===== config.mk =====
export PLATFORM = sky130hd
export DESIGN_NAME = ntt_op_sequencer
export DESIGN_NICKNAME = d
export VERILOG_FILES = /design/src/rtl/ntt_seq_pkg.sv /design/src/rtl/ntt_seq_timer.sv /design/src/rtl/ntt_op_sequencer.sv
export SDC_FILE = /design/constraint.sdc
export NUM_CORES = 1
export LEC_CHECK = 0
export BUFFER_PORTS_ARGS = -buffer_cell sky130_fd_sc_hd__buf_2
export CAP_MARGIN = 20
export CORE_MARGIN = 2
export CORE_UTILIZATION = 45
export CTS_CLUSTER_SIZE = 30
export DETAILED_ROUTE_END_ITERATION = 10
export PLACE_DENSITY = 0.68
export SLEW_MARGIN = 20
export SYNTH_ARGS = -nofsm -noshare
export SYNTH_HDL_FRONTEND = slang
export SYNTH_SLANG_ARGS = --single-unit

===== constraint.sdc =====
create_clock -name clk -period 3.7 [get_ports clk]
set_input_delay 0.74 -clock clk [delete_from_list [all_inputs] [get_ports clk]]
set_output_delay 0.74 -clock clk [all_outputs]
set_load 0.005 [all_outputs]

===== src/rtl/ntt_seq_pkg.sv =====
`default_nettype none
// ============================================================================
// Module   : ntt_seq_pkg
// Purpose  : Shared definitions for the 512-point NTT operation sequencer:
//            sequencer state encoding, conf codes driven to the address/control
//            FSM, done_flag bit positions and small decode helpers.
// Ports    : none (package)
// Revision : 1.0 - initial release
// ============================================================================
package ntt_seq_pkg;

  // Sequencer states; the encoding is visible on the phase debug port.
  typedef enum logic [2:0] {
    ST_IDLE    = 3'd0,
    ST_PASS_A  = 3'd1,
    ST_DRAIN_A = 3'd2,
    ST_PASS_B  = 3'd3,
    ST_DRAIN_B = 3'd4,
    ST_FINISH  = 3'd5
  } seq_state_t;

  // conf codes understood by the address/control FSM
  localparam logic [3:0] CONF_IDLE         = 4'b0000;
  localparam logic [3:0] CONF_R2_NTT       = 4'b0001;
  localparam logic [3:0] CONF_R4_NTT       = 4'b0010;
  localparam logic [3:0] CONF_DONE_R2_NTT  = 4'b0011;
  localparam logic [3:0] CONF_DONE_R4_NTT  = 4'b0100;
  localparam logic [3:0] CONF_R4_INTT      = 4'b0101;
  localparam logic [3:0] CONF_R2_INTT      = 4'b0110;
  localparam logic [3:0] CONF_DONE_R2_INTT = 4'b0111;
  localparam logic [3:0] CONF_DONE_R4_INTT = 4'b1000;

  // done_flag bit positions
  localparam int R2_DONE_BIT = 0;
  localparam int R4_DONE_BIT = 1;

  // Forward NTT runs radix-2 then radix-4; INTT runs radix-4 then radix-2.
  function automatic logic [3:0] conf_for(input seq_state_t st, input logic inv);
    logic [3:0] c;
    c = CONF_IDLE;
    case (st)
      ST_PASS_A:  c = inv ? CONF_R4_INTT      : CONF_R2_NTT;
      ST_DRAIN_A: c = inv ? CONF_DONE_R4_INTT : CONF_DONE_R2_NTT;
      ST_PASS_B:  c = inv ? CONF_R2_INTT      : CONF_R4_NTT;
      ST_DRAIN_B: c = inv ? CONF_DONE_R2_INTT : CONF_DONE_R4_NTT;
      default:    c = CONF_IDLE;
    endcase
    return c;
  endfunction

  // Selects the done bit belonging to the radix of the current pass.
  function automatic logic pass_done_bit(input seq_state_t st, input logic inv,
                                         input logic [1:0] flags);
    logic radix4;
    radix4 = (st == ST_PASS_B) ? ~inv : inv;
    return radix4 ? flags[R4_DONE_BIT] : flags[R2_DONE_BIT];
  endfunction

endpackage
`default_nettype wire


===== src/rtl/ntt_seq_timer.sv =====
`default_nettype none
// ============================================================================
// Module   : ntt_seq_timer
// Purpose  : Loadable down-counter with terminal-count flag. Shared by the
//            drain hold and the per-pass watchdog of the NTT sequencer.
// Ports    : clk, rst (async, active-high)
//            load     - load load_val this edge (has priority over counting)
//            load_val - value to load
//            count    - current count (decrements to zero and stops there)
//            tc       - count is zero
// Revision : 1.0 - initial release
// ============================================================================
module ntt_seq_timer #(
  parameter int CNT_W = 16
) (
  input  logic             clk,
  input  logic             rst,
  input  logic             load,
  input  logic [CNT_W-1:0] load_val,
  output logic [CNT_W-1:0] count,
  output logic             tc
);

  localparam logic [CNT_W-1:0] C_ONE = {{(CNT_W-1){1'b0}}, 1'b1};

  logic [CNT_W-1:0] r_count;

  always_ff @(posedge clk or posedge rst) begin
    if (rst) begin
      r_count <= '0;
    end else if (load) begin
      r_count <= load_val;
    end else if (r_count != '0) begin
      r_count <= r_count - C_ONE;
    end
  end

  assign count = r_count;
  assign tc    = (r_count == '0);

endmodule
`default_nettype wire


===== src/rtl/ntt_op_sequencer.sv =====
`default_nettype none
// ============================================================================
// Module   : ntt_op_sequencer
// Purpose  : Operation sequencer for the mixed radix-2/radix-4 512-point NTT
//            core. Accepts one NTT/INTT command, steps the address FSM through
//            two passes via the conf code, holds each DONE code for the wen
//            pipeline drain, and reports completion or error to the host.
// Ports    : clk, rst (async, active-high)
//            cmd_valid/cmd_ready/cmd_inv - command handshake, mode (1 = INTT)
//            abort      - abort request (honoured in passes and first drain)
//            done_flag  - pass-complete bits from address FSM (bit2 reserved)
//            conf       - conf code to address FSM
//            busy, op_done, op_err, phase - status / debug
//            cycles_last - cycles of last operation (PERF_CNT_EN only)
// Options  : PERF_CNT_EN - adds the operation cycle counter and cycles_last
// Revision : 1.0 - initial release
// ============================================================================
module ntt_op_sequencer
  import ntt_seq_pkg::*;
#(
  parameter int DRAIN_CYCLES = 14,
  parameter int TIMEOUT      = 4096,
  parameter int CNT_W        = 16
) (
  input  logic             clk,
  input  logic             rst,
  input  logic             cmd_valid,
  output logic             cmd_ready,
  input  logic             cmd_inv,
  input  logic             abort,
  input  logic [2:0]       done_flag,
  output logic [3:0]       conf,
  output logic             busy,
  output logic             op_done,
  output logic             op_err,
  output logic [2:0]       phase
`ifdef PERF_CNT_EN
  ,
  output logic [CNT_W-1:0] cycles_last
`endif
);

  // Timer loads are "length - 1" so terminal count lands on the last cycle.
  localparam logic [CNT_W-1:0] C_TO_LOAD    = CNT_W'(TIMEOUT - 1);
  localparam logic [CNT_W-1:0] C_DRAIN_LOAD = CNT_W'(DRAIN_CYCLES - 1);
  // Pass counter n = TIMEOUT-1-count; done is honoured once n >= 2.
  localparam logic [CNT_W-1:0] C_MASK_LIMIT = CNT_W'(TIMEOUT - 3);

  seq_state_t       r_state, w_state_nxt;
  logic             r_inv, w_inv_nxt;
  logic             r_err, w_err_nxt;
  logic             w_accept;
  logic             w_err_exit;
  logic             w_pass_done;
  logic             w_tmr_load;
  logic [CNT_W-1:0] w_tmr_val;
  logic [CNT_W-1:0] w_tmr_count;
  logic             w_tmr_tc;
  logic             w_unused_rsvd;

  assign w_unused_rsvd = done_flag[2];

  ntt_seq_timer #(.CNT_W(CNT_W)) u_timer (
    .clk      (clk),
    .rst      (rst),
    .load     (w_tmr_load),
    .load_val (w_tmr_val),
    .count    (w_tmr_count),
    .tc       (w_tmr_tc)
  );

  always_comb begin
    w_state_nxt = r_state;
    w_inv_nxt   = r_inv;
    w_err_nxt   = r_err;
    w_accept    = 1'b0;
    w_err_exit  = 1'b0;
    w_tmr_load  = 1'b0;
    w_tmr_val   = C_TO_LOAD;
    w_pass_done = pass_done_bit(r_state, r_inv, done_flag[1:0]) &&
                  (w_tmr_count <= C_MASK_LIMIT);

    case (r_state)
      ST_IDLE: begin
        if (cmd_valid) begin
          w_accept    = 1'b1;
          w_inv_nxt   = cmd_inv;
          w_err_nxt   = 1'b0;
          w_state_nxt = ST_PASS_A;
          w_tmr_load  = 1'b1;
          w_tmr_val   = C_TO_LOAD;
        end
      end

      ST_PASS_A, ST_PASS_B: begin
        // Abort beats a simultaneous done; a timeout only fires without done.
        if (abort || w_pass_done || w_tmr_tc) begin
          if (abort || !w_pass_done) begin
            w_err_nxt = 1'b1;
          end
          w_state_nxt = (r_state == ST_PASS_A) ? ST_DRAIN_A : ST_DRAIN_B;
          w_tmr_load  = 1'b1;
          w_tmr_val   = C_DRAIN_LOAD;
        end
      end

      ST_DRAIN_A: begin
        // Abort here still lets the drain run to completion.
        if (abort) begin
          w_err_nxt = 1'b1;
        end
        if (w_tmr_tc) begin
          if (r_err || abort) begin
            w_state_nxt = ST_IDLE;
            w_err_exit  = 1'b1;
          end else begin
            w_state_nxt = ST_PASS_B;
            w_tmr_load  = 1'b1;
            w_tmr_val   = C_TO_LOAD;
          end
        end
      end

      ST_DRAIN_B: begin
        if (w_tmr_tc) begin
          if (r_err) begin
            w_state_nxt = ST_IDLE;
            w_err_exit  = 1'b1;
          end else begin
            w_state_nxt = ST_FINISH;
          end
        end
      end

      ST_FINISH: begin
        w_state_nxt = ST_IDLE;
      end

      default: begin
        w_state_nxt = ST_IDLE;
      end
    endcase
  end

  // Outputs are decoded from the next state so they change on the same edge.
  always_ff @(posedge clk or posedge rst) begin
    if (rst) begin
      r_state   <= ST_IDLE;
      r_inv     <= 1'b0;
      r_err     <= 1'b0;
      conf      <= CONF_IDLE;
      cmd_ready <= 1'b1;
      busy      <= 1'b0;
      op_done   <= 1'b0;
      op_err    <= 1'b0;
    end else begin
      r_state   <= w_state_nxt;
      r_inv     <= w_inv_nxt;
      r_err     <= w_err_nxt;
      conf      <= conf_for(w_state_nxt, w_inv_nxt);
      cmd_ready <= (w_state_nxt == ST_IDLE);
      busy      <= (w_state_nxt != ST_IDLE);
      op_done   <= (w_state_nxt == ST_FINISH);
      op_err    <= w_err_exit;
    end
  end

  assign phase = r_state;

`ifdef PERF_CNT_EN
  localparam logic [CNT_W-1:0] C_ONE = {{(CNT_W-1){1'b0}}, 1'b1};

  logic [CNT_W-1:0] r_perf;
  logic [CNT_W-1:0] w_perf_inc;

  // Saturating increment; includes the cycle currently being counted.
  assign w_perf_inc = (r_perf == '1) ? r_perf : r_perf + C_ONE;

  always_ff @(posedge clk or posedge rst) begin
    if (rst) begin
      r_perf      <= '0;
      cycles_last <= '0;
    end else begin
      if (w_accept) begin
        r_perf <= C_ONE;  // the accept cycle itself
      end else if (r_state != ST_IDLE) begin
        r_perf <= w_perf_inc;
      end
      if ((r_state == ST_FINISH) || w_err_exit) begin
        cycles_last <= w_perf_inc;
      end
    end
  end
`endif

endmodule
`default_nettype wire


==> metrics.txt <==
first-pass GRT wire length 6240 µm; Critical Path Fanout Max 15; clock latency on the worst-skew pair 0.28 ns; Vias 1367; Pwr Density 844 nW/µm²; vias in the first global route 1372; worst rel slew slack 0.562; syn nets 187; Slew @ Worst Pin 0.652 ns; drt wl/cell 15.0 µm; dpl hpwl 2590 µm; worst min path class in -> async; TritonCTS clock tree yes; layout cells sized above 1 0.222; worst r2r path cells 7; n_diodes 0; Die Area 4340 µm²; footprint of the multi-input gates 908 µm²; CP cell instances nor4_1 > and4_1 > a21oi_1 > o2bb2ai_4 > inv_2 > or3_1 > o211ai_1; drt first pass iters 4; Worst Slack Setup Final 0.964 ns; antenna violations before repair 0; Setup Skew 0.00445 ns; most frequent cells in the layout dfrtp_1 (28), buf_2 (17), nor2_1 (13); Post-CTS Resized 0; post-route clock period utilization 0.740; CP Class reg -> reg; count of pins over their slew limit 0; Core ar. 3660 µm²; Worst R2R Setup Slack 0.96 ns; Slowest cell on crit path and4_1; Finished Layout Cells 242; Distinct cells, synth 53; Synth Area per Inst 9.79 µm²; die width 65.9 µm; leakage power 0.810 nW; port bufs 17; commonest non-fill, non-tap cell in the layout dfrtp_1; Root Buffer clkbuf_8; Setup crit end kind flop; Vert. Die Dim 65.9 µm; Post-synth EDFFs 0; Clk pin slew, worst setup/hold paths 0.07 ns; total gr overflow 0; I/O pins 19; post-place setup slack 1.02 ns; Async S/R FF share, synth 1.00; critical path data required time 3.89 ns; gpl congestion 0.815; CP startpoint kind flop; Clock Sinks 29; H-tree levels 2; Detail Route Antenna Nets 0; hold buffers post-CTS 0; setup TNS 0 ns; status completed; Warnings, synthesis 0; final WL 3630 µm; max cap viols 0; largest net degree at the start of global routing 30; final setup fails 0; worst r2r src u_timer.count[15]; postcts setup bufs 0; nets@finish 204; WP buf/inv 1; DR DRC count 0; worst IR drop on VDD 0.000460 V; unrepaired setup endpoints after global routing no; Initial DRC Count 46; worst r2r dst conf[0]; Seq/Total Area, Yosys 0.422; final total power 0.00163 W; crit path time final 2.74 ns; CTS Buf Count 5; fin util 0.527; Placed Cells 234; Post-Syn Instances 176; Post-Syn Area 1720 µm²; Hold Violations, Final 0; Initial Utilization 0.471; num rows 22; All-Layer GR Usage 0.190; register area 727 µm²; Layout area overhead 12.0%; clk buf depth 2; fillers 339; Top delay family on crit path simple AND/OR/NAND/NOR gates; Yosys reg bits 29; Post-synth top flop dfrtp_1; Via density 5.65; Max Clk Rate 365 MHz; crit-path max cell delay 0.63 ns; Arr. time, crit path 2.93 ns
-- cell usage after synthesis (3+ instances only) --
cell type  instances  area share
o21ai_1            3      0.0087
inv_2              3      0.0065
nor2b_1            4       0.015
xnor2_1            7       0.036
nand4_1            5       0.018
nor3b_1            4       0.017
nor3_1             4       0.012
dfrtp_1           28        0.41
nor2_1            13       0.028
nand2b_1           4       0.015
a21oi_1           12       0.035
or3_1              9       0.033
nand3_1            4       0.012
nand2_1           11       0.024
nor4_1             4       0.015
o21a_1             5       0.022
ha_1               3       0.022
xor2_1             8       0.041
inv_1              4      0.0087
-- stage by stage --
stage,area (µm²),hold slack (ns)
finish,1930,0.528
global route,1930,0.566
CTS,1930,0.563
detailed placement,1810,0.549
global placement,1810,0.526
floorplan,1720,0.507
-- flip-flops by register name (all words and copies together), names as in the netlist --
| register | count |
|---|---|
| cmd_ready | 1 |
| phase | 3 |
| op_err | 1 |
| op_done | 1 |
| r_err | 1 |
| conf | 4 |
| r_inv | 1 |
| u_timer.count | 16 |
| busy | 1 |
-- per-layer routing --
| metal | up-vias | track usage | wire (µm) |
|---|---|---|---|
| met3 | 5 | 0.0477 | 167 |
| met5 | - | 0 | 0 |
| met1 | 664 | 0.213 | 1510 |
| met2 | 34 | 0.340 | 1910 |
| met4 | 0 | 0.0781 | 49 |
| li1 | 664 | - | - |
-- logic make-up (layout without fill, tap and decap cells) --
kind of cell	Yosys count	count (layout)	synth area share
flops	29	29	0.422
fa+ha+maj	3	3	0.0218
simple gates	77	77	0.268
compound gates	36	36	0.155
xor+xnor	15	15	0.0763
buf+inv	15	33	0.0508
mux	1	1	0.00581
-- layout make-up --
cell class	instances	share of cell area
Clock inverter	3	0.0240
Multi-Input combinational cell	132	0.471
Tap cell	48	0.0311
Inverter	7	0.0136
Clock buffer	5	0.0357
Timing Repair Buffer	18	0.0480
Sequential cell	29	0.377
-- worst max-delay path by stage --
stage / start / end / slack, ns / cells past startpoint
global route: u_timer.count[14] / conf[0] / 0.80 / 7
global placement: u_timer.count[15] / conf[0] / 1.08 / 7
floorplan: u_timer.count[0] / conf[0] / 1.41 / 11
CTS: u_timer.count[15] / conf[0] / 0.98 / 7
detailed placement: u_timer.count[14] / conf[0] / 1.02 / 7
finish: u_timer.count[15] / conf[0] / 0.96 / 7
-- where the power goes --
group | internal (W) | switching (W) | leakage [nW]
Combinational | 0.000319 | 0.000360 | 0.400
Clock | 0.000201 | 0.000130 | 0.0543
Sequential | 0.000449 | 0.000168 | 0.355
Total | 0.000969 | 0.000659 | 0.810
Note: power is estimated with default switching activity, not from simulation.
